**config.mk**
```make
export PLATFORM = sky130hd
export DESIGN_NAME = axis_pkt_monitor
export DESIGN_NICKNAME = d
export VERILOG_FILES = /design/src/rtl/axis_pkt_monitor.sv
export SDC_FILE = /design/constraint.sdc
export NUM_CORES = 1
export LEC_CHECK = 0
export ABC_AREA = 1
export CAP_MARGIN = 20
export CORE_MARGIN = 5
export CORE_UTILIZATION = 40
export DETAILED_ROUTE_END_ITERATION = 6
export GPL_TIMING_DRIVEN = 0
export SYNTH_ARGS = -nofsm -noshare
export SYNTH_HDL_FRONTEND = slang
export SYNTH_SLANG_ARGS = --single-unit
```
**constraint.sdc**
```tcl
create_clock -name clk -period 14.6 [get_ports clk]
set_input_delay 2.92 -clock clk [delete_from_list [all_inputs] [get_ports clk]]
set_output_delay 2.92 -clock clk [all_outputs]
set_load 0.005 [all_outputs]
```
**src/rtl/axis_pkt_monitor.sv**
```systemverilog
// AXI-Stream passthrough with output+skid buffering and per-packet length/error monitoring.
// Produces a one-cycle completion report per packet plus cumulative packet/byte/error counters.
module axis_pkt_monitor #(
    parameter int MAX_PKT_BYTES = 9600
) (
    input  logic        clk,
    input  logic        rst,
    input  logic [63:0] s_axis_tdata,
    input  logic [7:0]  s_axis_tkeep,
    input  logic        s_axis_tlast,
    input  logic        s_axis_tvalid,
    output logic        s_axis_tready,
    output logic [63:0] m_axis_tdata,
    output logic [7:0]  m_axis_tkeep,
    output logic        m_axis_tlast,
    output logic        m_axis_tvalid,
    input  logic        m_axis_tready,
    input  logic        stat_clear,
    output logic [31:0] pkt_count,
    output logic [47:0] byte_count,
    output logic [15:0] err_count,
    output logic        pkt_done,
    output logic [15:0] pkt_len,
    output logic        pkt_err
);

    typedef enum logic {IDLE, BODY} state_t;

    localparam logic [31:0] MAX_BYTES = 32'(MAX_PKT_BYTES);

    // stream buffering
    logic        tready_q, tready_d;
    logic        out_valid_q, out_valid_d;
    logic [63:0] out_data_q, out_data_d;
    logic [7:0]  out_keep_q, out_keep_d;
    logic        out_last_q, out_last_d;
    logic        skid_valid_q, skid_valid_d;
    logic [63:0] skid_data_q, skid_data_d;
    logic [7:0]  skid_keep_q, skid_keep_d;
    logic        skid_last_q, skid_last_d;

    // packet monitor
    state_t      state_q, state_d;
    logic [15:0] len_q, len_d;
    logic        err_q, err_d;
    logic        pkt_done_q, pkt_done_d;
    logic [15:0] pkt_len_q, pkt_len_d;
    logic        pkt_err_q, pkt_err_d;
    logic [31:0] pkt_count_q, pkt_count_d;
    logic [47:0] byte_count_q, byte_count_d;
    logic [15:0] err_count_q, err_count_d;

    logic        in_hs;
    logic [3:0]  beat_bytes;
    logic [6:0]  keep_gap;
    logic        last_keep_ok;
    logic        beat_err;
    logic [15:0] len_base;
    logic        err_base;
    logic [16:0] len_sum;
    logic [15:0] len_sat;
    logic        err_sum;

    assign in_hs = s_axis_tvalid & tready_q;

    // A legal final-beat mask has no set bit sitting above a clear bit.
    generate
        for (genvar gi = 0; gi < 7; gi++) begin : g_keep_gap
            assign keep_gap[gi] = s_axis_tkeep[gi+1] & ~s_axis_tkeep[gi];
        end
    endgenerate

    assign last_keep_ok = s_axis_tkeep[0] & ~(|keep_gap);
    assign beat_err     = s_axis_tlast ? ~last_keep_ok : (s_axis_tkeep != 8'hFF);

    always_comb begin
        beat_bytes = 4'd0;
        for (int i = 0; i < 8; i++) begin
            beat_bytes = beat_bytes + {3'd0, s_axis_tkeep[i]};
        end
    end

    assign len_base = (state_q == BODY) ? len_q : 16'd0;
    assign err_base = (state_q == BODY) ? err_q : 1'b0;
    assign len_sum  = {1'b0, len_base} + {13'd0, beat_bytes};
    assign len_sat  = len_sum[16] ? 16'hFFFF : len_sum[15:0];
    assign err_sum  = err_base | beat_err | ({16'd0, len_sat} > MAX_BYTES);

    always_comb begin
        out_valid_d  = out_valid_q;
        out_data_d   = out_data_q;
        out_keep_d   = out_keep_q;
        out_last_d   = out_last_q;
        skid_valid_d = skid_valid_q;
        skid_data_d  = skid_data_q;
        skid_keep_d  = skid_keep_q;
        skid_last_d  = skid_last_q;
        if (!out_valid_q || m_axis_tready) begin
            // Skid holds the older beat; while it is full no new beat is accepted.
            if (skid_valid_q) begin
                out_valid_d  = 1'b1;
                out_data_d   = skid_data_q;
                out_keep_d   = skid_keep_q;
                out_last_d   = skid_last_q;
                skid_valid_d = 1'b0;
            end else if (in_hs) begin
                out_valid_d = 1'b1;
                out_data_d  = s_axis_tdata;
                out_keep_d  = s_axis_tkeep;
                out_last_d  = s_axis_tlast;
            end else begin
                out_valid_d = 1'b0;
            end
        end else if (in_hs) begin
            skid_valid_d = 1'b1;
            skid_data_d  = s_axis_tdata;
            skid_keep_d  = s_axis_tkeep;
            skid_last_d  = s_axis_tlast;
        end
        tready_d = ~skid_valid_d;
    end

    always_comb begin
        state_d    = state_q;
        len_d      = len_q;
        err_d      = err_q;
        pkt_done_d = 1'b0;
        pkt_len_d  = pkt_len_q;
        pkt_err_d  = pkt_err_q;
        if (in_hs) begin
            if (s_axis_tlast) begin
                state_d    = IDLE;
                len_d      = 16'd0;
                err_d      = 1'b0;
                pkt_done_d = 1'b1;
                pkt_len_d  = len_sat;
                pkt_err_d  = err_sum;
            end else begin
                state_d = BODY;
                len_d   = len_sat;
                err_d   = err_sum;
            end
        end
    end

    always_comb begin
        pkt_count_d  = pkt_count_q;
        byte_count_d = byte_count_q;
        err_count_d  = err_count_q;
        if (stat_clear) begin
            pkt_count_d  = 32'd0;
            byte_count_d = 48'd0;
            err_count_d  = 16'd0;
        end else if (pkt_done_d) begin
            pkt_count_d  = pkt_count_q + 32'd1;
            byte_count_d = byte_count_q + {32'd0, pkt_len_d};
            if (pkt_err_d && (err_count_q != 16'hFFFF)) begin
                err_count_d = err_count_q + 16'd1;
            end
        end
    end

    always_ff @(posedge clk) begin
        if (rst) begin
            tready_q     <= 1'b0;
            out_valid_q  <= 1'b0;
            out_data_q   <= 64'd0;
            out_keep_q   <= 8'd0;
            out_last_q   <= 1'b0;
            skid_valid_q <= 1'b0;
            skid_data_q  <= 64'd0;
            skid_keep_q  <= 8'd0;
            skid_last_q  <= 1'b0;
            state_q      <= IDLE;
            len_q        <= 16'd0;
            err_q        <= 1'b0;
            pkt_done_q   <= 1'b0;
            pkt_len_q    <= 16'd0;
            pkt_err_q    <= 1'b0;
            pkt_count_q  <= 32'd0;
            byte_count_q <= 48'd0;
            err_count_q  <= 16'd0;
        end else begin
            tready_q     <= tready_d;
            out_valid_q  <= out_valid_d;
            out_data_q   <= out_data_d;
            out_keep_q   <= out_keep_d;
            out_last_q   <= out_last_d;
            skid_valid_q <= skid_valid_d;
            skid_data_q  <= skid_data_d;
            skid_keep_q  <= skid_keep_d;
            skid_last_q  <= skid_last_d;
            state_q      <= state_d;
            len_q        <= len_d;
            err_q        <= err_d;
            pkt_done_q   <= pkt_done_d;
            pkt_len_q    <= pkt_len_d;
            pkt_err_q    <= pkt_err_d;
            pkt_count_q  <= pkt_count_d;
            byte_count_q <= byte_count_d;
            err_count_q  <= err_count_d;
        end
    end

    assign s_axis_tready = tready_q;
    assign m_axis_tvalid = out_valid_q;
    assign m_axis_tdata  = out_data_q;
    assign m_axis_tkeep  = out_keep_q;
    assign m_axis_tlast  = out_last_q;
    assign pkt_done      = pkt_done_q;
    assign pkt_len       = pkt_len_q;
    assign pkt_err       = pkt_err_q;
    assign pkt_count     = pkt_count_q;
    assign byte_count    = byte_count_q;
    assign err_count     = err_count_q;

endmodule

```
# After elaboration in Yosys (flattened, before gate mapping)
# Index checks and enable logic that the tools add are counted.
word_totals:
  elab_cells: 86
  reg_bits: 281
  input_bits: 78
classes:
  reduce_logical: 9
  eq_ne: 2
  mux: 23
  bitwise: 22
  n_lt_le_gt_ge: 1
  addsub: 11
ops:
  columns: ["cell", "n"]
  rows:
  - ["$mux W64", 2]
  - ["$mux W16", 5]
  - ["$add A48 B16 Y48", 1]
  - ["$add A32 B1 Y32 const B", 1]
  - ["$add A16 B4 Y17", 1]
  - ["$add A16 B1 Y16 const B", 1]
  - ["$add A4 B1 Y4", 4]
  - ["$gt A16 B14 Y1 const B", 1]
  - ["$mux W8", 2]
  - ["$ne A16 B16 Y1 const B", 1]
  - ["$mux W1", 14]
  - ["$not A1 Y1", 11]
  - ["$and A1 B1 Y1", 9]
  - ["$ne A8 B8 Y1 const B", 1]
  - ["$reduce_or A7 Y1", 1]
  - ["$reduce_and A2 Y1", 3]
  - ["$add A3 B1 Y4", 1]
  - ["$add A2 B1 Y3", 1]
  - ["$add A1 B1 Y2", 1]
  - ["$or A1 B1 Y1", 2]
  - ["$reduce_bool A2 Y1", 1]
  - ["$reduce_or A2 Y1", 1]
  - ["$logic_and A1 B1 Y1", 1]
  - ["$logic_not A1 Y1", 1]
  - ["$logic_or A1 B1 Y1", 1]

# Logic depth before layout (Yosys ltp)
logic_depth:
  word_depth: 15
  ltp_mapped: 34

# Worst setup path before layout
# OpenSTA, ideal clock, no wires.
synth_path:
  path_type: "input to register"
  start: "in s_axis_tkeep[0]"
  end: "reg byte_count_q[34], in the netlist byte_count[34]"
  setup_ps: 116
  n_path_buf: 0
  slack_ps: 6716
  arrival_time_ps: 7768
  cell_stages: 33
  path_cell_list: "fa_1 > inv_1 > fa_1 > fa_1 > fa_1 > inv_1 > fa_1 > nand3_1 > nand2_1 > nand2_1 > nor2_4 > nor2_1 > inv_1 > nand2_1 > o21ai_0 > inv_1 > fa_1 > inv_1 > nand3_1 > nand2_1 > nand2_1 > nand2_1 > nand2_1 > nand2_1 > nand3_1 > nand2_1 > nand3_1 > inv_1 > nand2_1 > nor3_1 > nand2_1 > nand2_1 > a21oi_1"
synth_between:
  elab_chain_cells: 12
synth_rtl:
  columns: ["element", "line_no", "source"]
  rows:
  - ["from (decl)", "9", "input logic [7:0] s_axis_tkeep,"]
  - ["$add A1 B1 Y2", "79", "beat_bytes = beat_bytes + {3'd0, s_axis_tkeep[i]};"]
  - ["$add A2 B1 Y3", "79", null]
  - ["$add A3 B1 Y4", "79", null]
  - ["$add A4 B1 Y4 (4 in series)", "79", null]
  - ["$add A16 B4 Y17", "85", "assign len_sum = {1'b0, len_base} + {13'd0, beat_bytes};"]
  - ["$mux W16", "86", "assign len_sat = len_sum[16] ? 16'hFFFF : len_sum[15:0];"]
  - ["$mux W16", "131", "if (s_axis_tlast) begin"]
  - ["$mux W16", "130", "if (in_hs) begin"]
  - ["via pkt_len_d[1]", "47", "logic [15:0] pkt_len_q, pkt_len_d;"]
  - ["$add A48 B16 Y48", "156", "byte_count_d = byte_count_q + {32'd0, pkt_len_d};"]
  - ["to (signal assigned)", "200", "byte_count_q <= byte_count_d;"]
  - ["to (decl)", "50", "logic [47:0] byte_count_q, byte_count_d;"]
# The timed path passes the listed nets, and every way through them passes these cells.
# A chain may end at the register's enable or synchronous reset.

# Final worst setup path
# Ends and elaborated chain as after synthesis.

==> impl_metrics.yaml <==
run_status:
  outcome: "completed"
drt:
  postRouteAntennaNets: 0
  routed_wl_mm: 44.4
  route.detailed.drc: 0
  per_cell_routed_wire_length_um: 16.9
  drt-pass1-iter-count: 6
  drt-vias-per-instance: 5.19
  vias: 13661
  dr.first_iter.drc_count: 863
global_routing:
  antenna_violations_before_repair: 1
  via_count_of_the_first_global_routing_pass: 13061
  global_route.overflow_total: 0
  maximum_number_of_pins_on_one_net_before_global_route_repair: 16
  track_usage: 0.228
  grt_pass1_wl_mm: 68.9
logic_synthesis:
  synth_area_in_compound_gates: 0.219
  avg_synthesized_cell_area_sq_um: 7.13
  sequential_cell_area_fraction_in_the_yosys_report: 0.422
  syn-instance-count: 1871
  synthXorXnorAreaFrac: 0.0223
  synthSimpleGateAreaFrac: 0.214
  yosysWarningCount: 0
  yosys_register_bits: 281
  synth_top_family_by_area: "compound AO/OA/AOI/OAI gates"
  post_synth_fa_ha_maj_area_fraction: 0.0324
  post_synth_mux_area_share: 0
  post_synth_num_cell_types: 46
  syn_nets: 1980
  syn_area_sq_um: 13300
hold_path:
  hp-class: "reg2reg"
  holdCritStartpoint: "len_q[14]"
  worst_hold_path.endpoint: "len_q[14]"
  holdPathStages: 2
finish:
  nFillCells: 3256
  mostFrequentLayoutCell: "a21oi_1"
  final_nets: 2279
  layout_common_cells: "a21oi_1, dfxtp_1, nand2_1, clkdlybuf4s50_1, inv_1"
  drive_gt1_frac: 0.0388
  final_design_area_no_fill_sq_um: 17600
  register_area_sq_um: 5630
  multi_input_area_sq_um: 6510
  area_growth_syn_to_layout_pct: 31.7
pwr:
  ir_worst_vdd_uv: 88.1
  totalPowerFinal_mw: 1.76
  power-per-cell-area_nw_per_um2: 100
  leakage_nw: 7.05
place:
  port_buffers: 266
  gp_routability_congestion: 0.899
  post-dp-hpwl_mm: 33.6
  post_dp_cell_area_sq_um: 16600
clocking:
  sink_count: 281
  root_buffer: "clkbuf_16"
  tritoncts: "built"
  worst_setup_hold_path_clk_slew_ps: 60
  clock_insertion_delay_worst_skew_ps: 560
  total_of_cells_resized_after_clock_tree_synthesis: 0
  holdBufCountCts: 0
  h-tree-depth: 1
  cts-buffers-inserted: 31
  cts.path.max_buffers: 3
  post_cts_setup_repair_buffer_count: 0
timing:
  max_freq_ghz: 0.113
  timing_max_transition_violations_final: 0
  max_slew_margin: 0.533
  period_minus_slack_ps: 8880
  finalSetupTns_ps: 0
  finClkSkew_ps: 12.1
  rsz0062_at_grt: "false"
  tightestPinTransition_ps: 701
  finalHoldWorstSlack_ps: 467
  finalSetupViolations: 0
  final-hold-violation-count: 0
  final.period_utilization: 0.609
floorplanning:
  floorplan.die.height_um: 193
  floorplan.die_area_sq_um: 37100
  initial_utilization: 0.408
  core_sq_um: 32700
  floorplan.rows: 66
  pin_count: 267
  die-width_um: 193
worst_setup_path:
  timing_worst_setup_path_type: "in2reg"
  reg2reg_to: "byte_count[34]"
  setup.worst_path.start_class: "primary input"
  worstPathMaxFanout: 9
  worstPathArrival_ps: 9340
  r2r.worst_path.cells: 34
  required_ps: 15050
  cell_type_of_the_slowest_stage_on_the_worst_timing_path: "fa_1"
  timing.rr.start: "state_q"
  timing.reg2reg.setup_slack_ps: 8220
  slowest_delay_ps: 570
  critPathCaptureType: "register"
  cp_common_cell: "nand2_1"
job:
  max-cap-violations: 0
==> state kept, by name, indices dropped and copies added, names as in the netlist <==
register,cells
err_q,1
err_count,16
m_axis_tdata,64
byte_count,48
pkt_len,16
pkt_done,1
pkt_err,1
m_axis_tvalid,1
skid_keep_q,8
m_axis_tlast,1
m_axis_tkeep,8
pkt_count,32
state_q,1
s_axis_tready,1
skid_data_q,64
len_q,16
skid_valid_q,1
skid_last_q,1
==> how the worst max path moves through the flow <==
stage | startpoint | cells after the start | to
2_1_floorplan | s_axis_tkeep[0] | 33 | byte_count[34]
3_3_place_gp | s_axis_tkeep[0] | 34 | byte_count[34]
3_5_place_dp | s_axis_tkeep[0] | 34 | byte_count[34]
4_1_cts | s_axis_tkeep[0] | 34 | byte_count[34]
5_1_grt | s_axis_tkeep[0] | 34 | byte_count[34]
6_report | s_axis_tkeep[0] | 34 | byte_count[34]
==> cells in the mapped netlist, drive strengths merged <==
cell / instances / area share
nor4: 15 / 0.0080
xor2: 22 / 0.014
a211oi: 1 / 0.00056
o21bai: 8 / 0.0045
and3: 4 / 0.0019
nor2: 201 / 0.060
dfxtp: 281 / 0.42
a31o: 2 / 0.0013
o31ai: 1 / 0.00056
inv: 218 / 0.061
o21a: 6 / 0.0034
nand3b: 1 / 0.00056
and2: 2 / 0.00094
clkbuf: 88 / 0.025
o2111ai: 1 / 0.00066
nand4: 39 / 0.019
a22oi: 1 / 0.00056
a31oi: 4 / 0.0019
nor3: 34 / 0.013
xnor2: 12 / 0.0079
nand2: 277 / 0.080
nor3b: 5 / 0.0028
or2: 5 / 0.0023
buf: 10 / 0.0049
fa: 6 / 0.0090
o211ai: 3 / 0.0017
a21o: 6 / 0.0034
o221ai: 4 / 0.0026
nand3: 62 / 0.026
o21ai: 208 / 0.078
a21oi: 319 / 0.12
ha: 25 / 0.023
==> cell type report <==
| type | instances | area share |
|---|---|---|
| tap | 442 | 0.0315 |
| antenna | 1 | 0.000142 |
| buffer | 98 | 0.0225 |
| multi-input combinational | 1274 | 0.370 |
| inverter | 218 | 0.0466 |
| sequential | 281 | 0.320 |
| clock inverter | 9 | 0.00620 |
| timing repair buffer | 266 | 0.152 |
| clock buffer | 45 | 0.0511 |
==> per-layer routing <==
layer / global-route usage / vias up / part of all wire
li1: - / 6830 / -
met1: 0.306 / 6376 / 0.44
met2: 0.365 / 377 / 0.45
met3: 0.0568 / 78 / 0.076
met4: 0.0669 / 0 / 0.030
met5: 0 / - / 0
==> through the flow <==
step / utilization / setup WS, ps / cells
4_1_cts: 0.537 / 5770 / 2633
2_1_floorplan: - / 6720 / 1871
3_5_place_dp: 0.506 / 5210 / 2579
3_3_place_gp: 0.506 / 5230 / 2579
5_1_grt: 0.537 / 5210 / 2634
6_report: 0.537 / 5720 / 2634
==> worst max-delay path: cells and delay by family <==
kind,cells,cell delay (ps)
AO/OA/AOI/OAI,2,170
adder cells (fa/ha/maj),6,2570
AND/OR/NAND/NOR,19,2470
buffers and inverters,7,1190
==> logic make-up after synthesis <==
| family | after synthesis |
|---|---|
| XOR/XNOR | 34 |
| AO/OA/AOI/OAI | 564 |
| AND/OR/NAND/NOR | 645 |
| adder cells (fa/ha/maj) | 31 |
| flip-flops | 281 |
| buffers and inverters | 316 |
==> power by group <==
part | total [mW] | switching (mW) | internal [mW]
registers | 0.802 | 0.0127 | 0.789
clock network | 0.778 | 0.319 | 0.459
logic | 0.179 | 0.0972 | 0.0817
No activity file was read; power rests on OpenSTA's default activity.
